`config.mk`:
```
export PLATFORM = sky130hd
export DESIGN_NAME = regfile_sb
export DESIGN_NICKNAME = d
export VERILOG_FILES = /design/src/rtl/regfile_sb_pkg.sv /design/src/rtl/regfile_scoreboard.sv /design/src/rtl/regfile_sb.sv
export SDC_FILE = /design/constraint.sdc
export NUM_CORES = 2
export LEC_CHECK = 0
export BUFFER_PORTS_ARGS = -buffer_cell sky130_fd_sc_hd__buf_2
export CORE_ASPECT_RATIO = 1.5
export CORE_MARGIN = 5
export CORE_UTILIZATION = 45
export DETAILED_ROUTE_END_ITERATION = 10
export GPL_TIMING_DRIVEN = 0
export HOLD_SLACK_MARGIN = 0.02
export PLACE_DENSITY = 0.7
export SYNTH_ARGS = -nofsm -noshare
export SYNTH_HDL_FRONTEND = slang
export SYNTH_SLANG_ARGS = --single-unit
```
`constraint.sdc`:
```
create_clock -name i_clk -period 7.7 [get_ports i_clk]
set_input_delay 0.77 -clock i_clk [delete_from_list [all_inputs] [get_ports i_clk]]
set_output_delay 0.77 -clock i_clk [all_outputs]
set_load 0.05 [all_outputs]
```
`src/rtl/regfile_sb_pkg.sv`:
```
// Shared types and constants for the bypassed, scoreboarded register file.
package regfile_sb_pkg;

  typedef enum logic {
    ST_CLEAR = 1'b0,
    ST_RUN   = 1'b1
  } rf_state_e;

  localparam int ZERO_REG = 0;

endpackage

```
`src/rtl/regfile_scoreboard.sv`:
```
// Pending-load scoreboard: one bit per register, set on load issue, cleared on load return.
// Stall is combinational from the current read indices and the issuing destination.
module regfile_scoreboard
  import regfile_sb_pkg::*;
#(
  parameter int ADDR_W = 5,
  parameter int NREAD  = 2,
  parameter int BYPASS = 1
) (
  input  logic                    i_clk,
  input  logic                    i_rst_n,
  input  logic                    i_run,
  input  logic [NREAD*ADDR_W-1:0] i_rd_addr,
  input  logic                    i_wb_en,
  input  logic [ADDR_W-1:0]       i_wb_addr,
  input  logic                    i_iss_en,
  input  logic [ADDR_W-1:0]       i_iss_dst,
  output logic                    o_stall,
  output logic [2**ADDR_W-1:0]    o_pending
);

  localparam int DEPTH = 2**ADDR_W;

  logic [DEPTH-1:0]  r_pending;
  logic [DEPTH-1:0]  w_next;
  logic              w_set;
  logic              w_clr;
  logic              w_stall;
  logic [ADDR_W-1:0] w_ra;

  assign w_set = i_run && i_iss_en && (i_iss_dst != ADDR_W'(ZERO_REG));
  assign w_clr = i_run && i_wb_en;

  // Set is applied after clear so a fresh load to the same entry stays outstanding.
  always_comb begin
    w_next = r_pending;
    if (w_clr) w_next[i_wb_addr] = 1'b0;
    if (w_set) w_next[i_iss_dst] = 1'b1;
  end

  always_ff @(posedge i_clk or negedge i_rst_n) begin
    if (!i_rst_n) r_pending <= '0;
    else          r_pending <= w_next;
  end

  always_comb begin
    w_stall = 1'b0;
    w_ra    = '0;
    if (i_run) begin
      for (int k = 0; k < NREAD; k++) begin
        w_ra = i_rd_addr[k*ADDR_W +: ADDR_W];
        if (r_pending[w_ra] && !((BYPASS != 0) && i_wb_en && (i_wb_addr == w_ra)))
          w_stall = 1'b1;
      end
      if (i_iss_en && r_pending[i_iss_dst]) w_stall = 1'b1;
    end
  end

  assign o_stall   = w_stall;
  assign o_pending = r_pending;

endmodule

```
`src/rtl/regfile_sb.sv`:
```
// Two-write-port register file with zero-latency reads, write bypass, load scoreboard and a
// post-reset clear sweep; ready rises 2**ADDR_W cycles after reset release.
module regfile_sb
  import regfile_sb_pkg::*;
#(
  parameter int DATA_W = 32,
  parameter int ADDR_W = 5,
  parameter int NREAD  = 2,
  parameter int BYPASS = 1
) (
  input  logic                    i_clk,
  input  logic                    i_rst_n,
  output logic                    o_ready,
  input  logic [NREAD*ADDR_W-1:0] i_rd_addr,
  output logic [NREAD*DATA_W-1:0] o_rd_data,
  input  logic                    i_wa_en,
  input  logic [ADDR_W-1:0]       i_wa_addr,
  input  logic [DATA_W-1:0]       i_wa_data,
  input  logic                    i_wb_en,
  input  logic [ADDR_W-1:0]       i_wb_addr,
  input  logic [DATA_W-1:0]       i_wb_data,
  input  logic                    i_iss_en,
  input  logic [ADDR_W-1:0]       i_iss_dst,
  output logic                    o_stall,
  output logic [2**ADDR_W-1:0]    o_pending
);

  localparam int DEPTH = 2**ADDR_W;

  rf_state_e         r_state;
  logic [ADDR_W-1:0] r_cnt;
  logic              r_ready;
  logic [DATA_W-1:0] r_mem [DEPTH];

  logic                    w_run;
  logic [NREAD*DATA_W-1:0] w_rd_data;
  logic [ADDR_W-1:0]       w_ra;

  assign w_run = (r_state == ST_RUN);

  always_ff @(posedge i_clk or negedge i_rst_n) begin
    if (!i_rst_n) begin
      r_state <= ST_CLEAR;
      r_cnt   <= '0;
      r_ready <= 1'b0;
    end else begin
      case (r_state)
        ST_CLEAR: begin
          r_cnt <= r_cnt + 1'b1;
          if (r_cnt == '1) begin
            r_state <= ST_RUN;
            r_ready <= 1'b1;
          end
        end
        default: begin
          r_state <= ST_RUN;
          r_ready <= 1'b1;
        end
      endcase
    end
  end

  // Storage has no reset; the sweep zeroes it. Port B is written last so it wins a collision.
  always_ff @(posedge i_clk) begin
    if (!w_run) begin
      r_mem[r_cnt] <= '0;
    end else begin
      if (i_wa_en && (i_wa_addr != ADDR_W'(ZERO_REG))) r_mem[i_wa_addr] <= i_wa_data;
      if (i_wb_en && (i_wb_addr != ADDR_W'(ZERO_REG))) r_mem[i_wb_addr] <= i_wb_data;
    end
  end

  always_comb begin
    w_rd_data = '0;
    w_ra      = '0;
    for (int k = 0; k < NREAD; k++) begin
      w_ra = i_rd_addr[k*ADDR_W +: ADDR_W];
      if (!w_run || (w_ra == ADDR_W'(ZERO_REG)))
        w_rd_data[k*DATA_W +: DATA_W] = '0;
      else if ((BYPASS != 0) && i_wb_en && (i_wb_addr == w_ra))
        w_rd_data[k*DATA_W +: DATA_W] = i_wb_data;
      else if ((BYPASS != 0) && i_wa_en && (i_wa_addr == w_ra))
        w_rd_data[k*DATA_W +: DATA_W] = i_wa_data;
      else
        w_rd_data[k*DATA_W +: DATA_W] = r_mem[w_ra];
    end
  end

  regfile_scoreboard #(
    .ADDR_W (ADDR_W),
    .NREAD  (NREAD),
    .BYPASS (BYPASS)
  ) u_sb (
    .i_clk     (i_clk),
    .i_rst_n   (i_rst_n),
    .i_run     (w_run),
    .i_rd_addr (i_rd_addr),
    .i_wb_en   (i_wb_en),
    .i_wb_addr (i_wb_addr),
    .i_iss_en  (i_iss_en),
    .i_iss_dst (i_iss_dst),
    .o_stall   (o_stall),
    .o_pending (o_pending)
  );

  assign o_ready   = r_ready;
  assign o_rd_data = w_rd_data;

endmodule
```
==> results_dict.tcl <==
set metrics [dict create \
    outcome "finished with violations" \
    violations_in_the_final_reports "capacitance limit, slew limit" \
    synth.area.top_cells "sky130_fd_sc_hd__edfxtp_1 50%, sky130_fd_sc_hd__mux4_2 19%, sky130_fd_sc_hd__o21ai_0 8.0%" \
    path_class "in2out" \
    swShare_pct 30.17 \
    placementRows 166 \
    clock_path_buffers 3 \
    synth_seq_cells 1063 \
    worstPathCellList "buf_2 -> clkbuf_1 -> clkbuf_1 -> mux4_2 -> mux4_2 -> mux2i_1 -> a21oi_1 -> buf_2" \
    routed_via_count 56470 \
    regToRegEndpoint "r_mem[31][14]$_DFFE_PP_" \
    wirelength_um 358200 \
    root_buffer_cell "sky130_fd_sc_hd__clkbuf_16" \
    max-slew-margin-rel_pct -12.48 \
    global_route.overflow_total 0 \
    timing_max_transition_violations_final 89 \
    wire_length_of_the_first_global_routing_pass_um 470200 \
    critical_path.reg2reg.startpoint "r_state$_DFF_PN0_" \
    insertion_delay_ns 0.84 \
    layout-drive-gt1-share_pct 19.91 \
    die_width_um 312.9 \
    final_stage_net_count 5644 \
    finalNonFillerCells 7433 \
    clkTransAtPathRegs_ns 0.07 \
    postSynth.asyncResetShare_pct 3.669 \
    htree_levels 3 \
    power_frac_clock_pct 39.1 \
    tritoncts_clock_tree "yes" \
    first_drt_iteration_drcs 11140 \
    power_density_mw_per_mm2 205.0 \
    internal-power_w 0.01006 \
    clock_sinks 1063 \
    worst_ep_required_time_ns 6.93 \
    synth_common_cells "1086 x sky130_fd_sc_hd__nand2_1, 1024 x sky130_fd_sc_hd__edfxtp_1, 986 x sky130_fd_sc_hd__o21ai_0" \
    final_antenna_net_count 0 \
    synthMostInstantiatedCell "sky130_fd_sc_hd__nand2_1" \
    drt_pre_antenna_iters 8 \
    worst-r2r-cell-count 5 \
    synth_flop_cell "sky130_fd_sc_hd__edfxtp_1" \
    total_die_area_mm2 0.1453 \
    buffer_ports.inserted 145 \
    io_pins 192 \
    dp_hpwl_um 262300 \
    grt_usage_pct 48.11 \
    min-delay-path-class "in2async" \
    p_seq_share_pct 44.8 \
    power_leakage_nw 23.93 \
    edff_count_synth 1024 \
    yosysTopAreaCellShare_pct 49.64 \
    avgViaCountPerCell 7.597 \
    final-setup-viol-count 0 \
    postSynthCellCount 5234 \
    timing.final.crit_period_ns 6.274 \
    fin_area_mm2 0.07027 \
    timing.critical_path.fanout_max 11 \
    rsz0062_at_grt "no" \
    post_cts.repair.setup_buffers 0 \
    vdd_drop_max_mv 0.1857 \
    critical-path-slowest-cell "sky130_fd_sc_hd__clkbuf_1" \
    power.share.combinational_pct 16.1 \
    r2r_slack_ns 2.91 \
    finalWeightedCongestion 1.121 \
    cp_slowest_stage_delay_ns 1.25 \
    postCtsResizedCells 0 \
    fin_crit_sh_pct 81.48 \
    pin_count_of_the_biggest_net_entering_global_routing 40 \
    syn-num-nets 5330 \
    netSwitchingPower_w 0.004346 \
    finalClockSkew_ns 0.03155 \
    synthToLayoutAreaGrowth_pct 13.43 \
    kind_of_start_point_of_the_critical_path "input port" \
    floorplan.initialDensity_pct 45.33 \
    cp-end-kind "primary output" \
    netlist.top_cell.by_area "sky130_fd_sc_hd__edfxtp_1" \
    yosysSeqAreaShare_pct 51.21 \
    wl_per_cell_um 48.18 \
    arrival_ns 5.50 \
    synth_cell_types 61 \
    timing_hold_violations_final 0 \
    grt_pass1_vias 53640 \
    number_of_antenna_violations_at_the_first_check_in_global_routing 30 \
    post-place-cells 7203 \
    cts_buffers 106 \
    max_freq_mhz 159.4 \
    die-height_um 464.4 \
    drt_drc_violations_left 0 \
    core_mm2 0.1367 \
    postPlaceCellArea_mm2 0.06660 \
    synthesis.area_mm2 0.06195 \
    max_cap_viol_count 10 \
    tightest_slew_ns 1.687 \
    cts_hold_buf 0 \
    synth_warnings 0 \
    post_synth.cell_area_avg_um2 11.84 \
]
==> cells in the final DEF, fill, tap and decap left out, drive strengths merged, types with 9 or more instances in the layout <==
cell / Yosys / layout
nor3: 85 / 85
dfrtp: 39 / 39
inv: 55 / 59
buf: 211 / 414
clkbuf: 453 / 583
edfxtp: 1024 / 1024
xor2: 16 / 16
o221ai: 84 / 84
o21ai: 1020 / 1020
mux4: 516 / 516
mux2: 17 / 17
diode: 0 / 34
nand2: 1086 / 1086
clkinvlp: 0 / 9
o22ai: 151 / 151
nand3: 13 / 13
clkinv: 0 / 40
bufinv: 0 / 13
a211oi: 10 / 10
nand3b: 9 / 9
mux2i: 242 / 242
a21oi: 56 / 56
nor2: 54 / 54
==> how the worst max path moves through the flow <==
stage | from | endpoint | slack (ns)
finish | i_rd_addr[7] | o_rd_data[33] | 1.43
global route | i_rd_addr[5] | o_rd_data[54] | 1.65
CTS | i_rd_addr[7] | o_rd_data[33] | 1.88
detailed placement | i_rd_addr[7] | o_rd_data[33] | 1.89
global placement | i_wa_addr[0] | r_mem[25][12]$_DFFE_PP_ | -1.50
floorplan | i_wa_addr[0] | r_mem[4][0]$_DFFE_PP_ | 2.90
==> registers in the layout (all words and copies together) (netlist names) <==
name / cells
u_sb.o_pending: 32
r_cnt: 5
r_state: 1
o_ready: 1
r_mem: 1024
==> logic make-up (layout without fill, tap and decap cells) <==
| family | after synthesis | count (layout) | synth area share (%) |
|---|---|---|---|
| DFF | 1063 | 1063 | 51.21 |
| adders and majority gates | 2 | 2 | 0.04039 |
| other | 0 | 34 | 0 |
| xor gates and xnor gates | 23 | 23 | 0.3252 |
| buffers and inverters | 719 | 1120 | 5.086 |
| and+or+nand+nor | 1295 | 1295 | 8.340 |
| muxes | 775 | 775 | 22.98 |
| AOI/OAI and AO/OA | 1357 | 1357 | 12.02 |
==> cell type report <==
cell class,instances,area [um^2]
inverters,55,206.4
diodes,34,85.08
well taps,1764,2207
clock inverters,66,755.7
plain buffers,664,2954
clock buffers,129,2801
flip-flops and latches,1063,31730
repair buffers,206,2004
fillers,12060,66400
multi-input cells,3452,27530
==> per-stage QoR <==
stage,hold slack [ns],setup TNS (ns),util (%),total power (W),worst slack [ns]
after global routing,0.1530,0,51.36,0.01450,1.648
final,0.08771,0,51.42,0.01441,1.426
after floorplan,0.4744,0,-,0.007775,2.899
after CTS,0.1346,0,51.34,0.01415,1.878
after detailed placement,0.4484,0,48.73,0.008747,1.892
after global placement,0.4514,-646.66,47.47,0.008690,-1.502
==> critical path, delay by kind of cell <==
kind | cells | cell delay [ns]
AO/OA/AOI/OAI | 1 | 0.79
buffers and inverters | 4 | 2.94
multiplexers | 3 | 0.93
==> per-layer routing <==
layer  vias up  global-route usage [%]  routed length (um)
met2      6179                   70.30              151700
met3      2023                   18.53               49320
met1     27650                   50.70              104100
met4         6                   51.75               53010
met5         -                  0.3342                  54
li1      20610                       -                   -
==> power groups by stage <==
| stage | Sequential (W) | Combinational, W | Clock, W |
|---|---|---|---|
| CTS | 0.00645 | 0.00218 | 0.00552 |
| global route | 0.00645 | 0.00230 | 0.00575 |
| finish | 0.00645 | 0.00232 | 0.00563 |
| detailed placement | 0.00657 | 0.00217 | 0 |
| floorplan | 0.00663 | 0.00115 | 0 |
| global placement | 0.00659 | 0.00211 | 0 |
(Power assumes the default switching activity.)
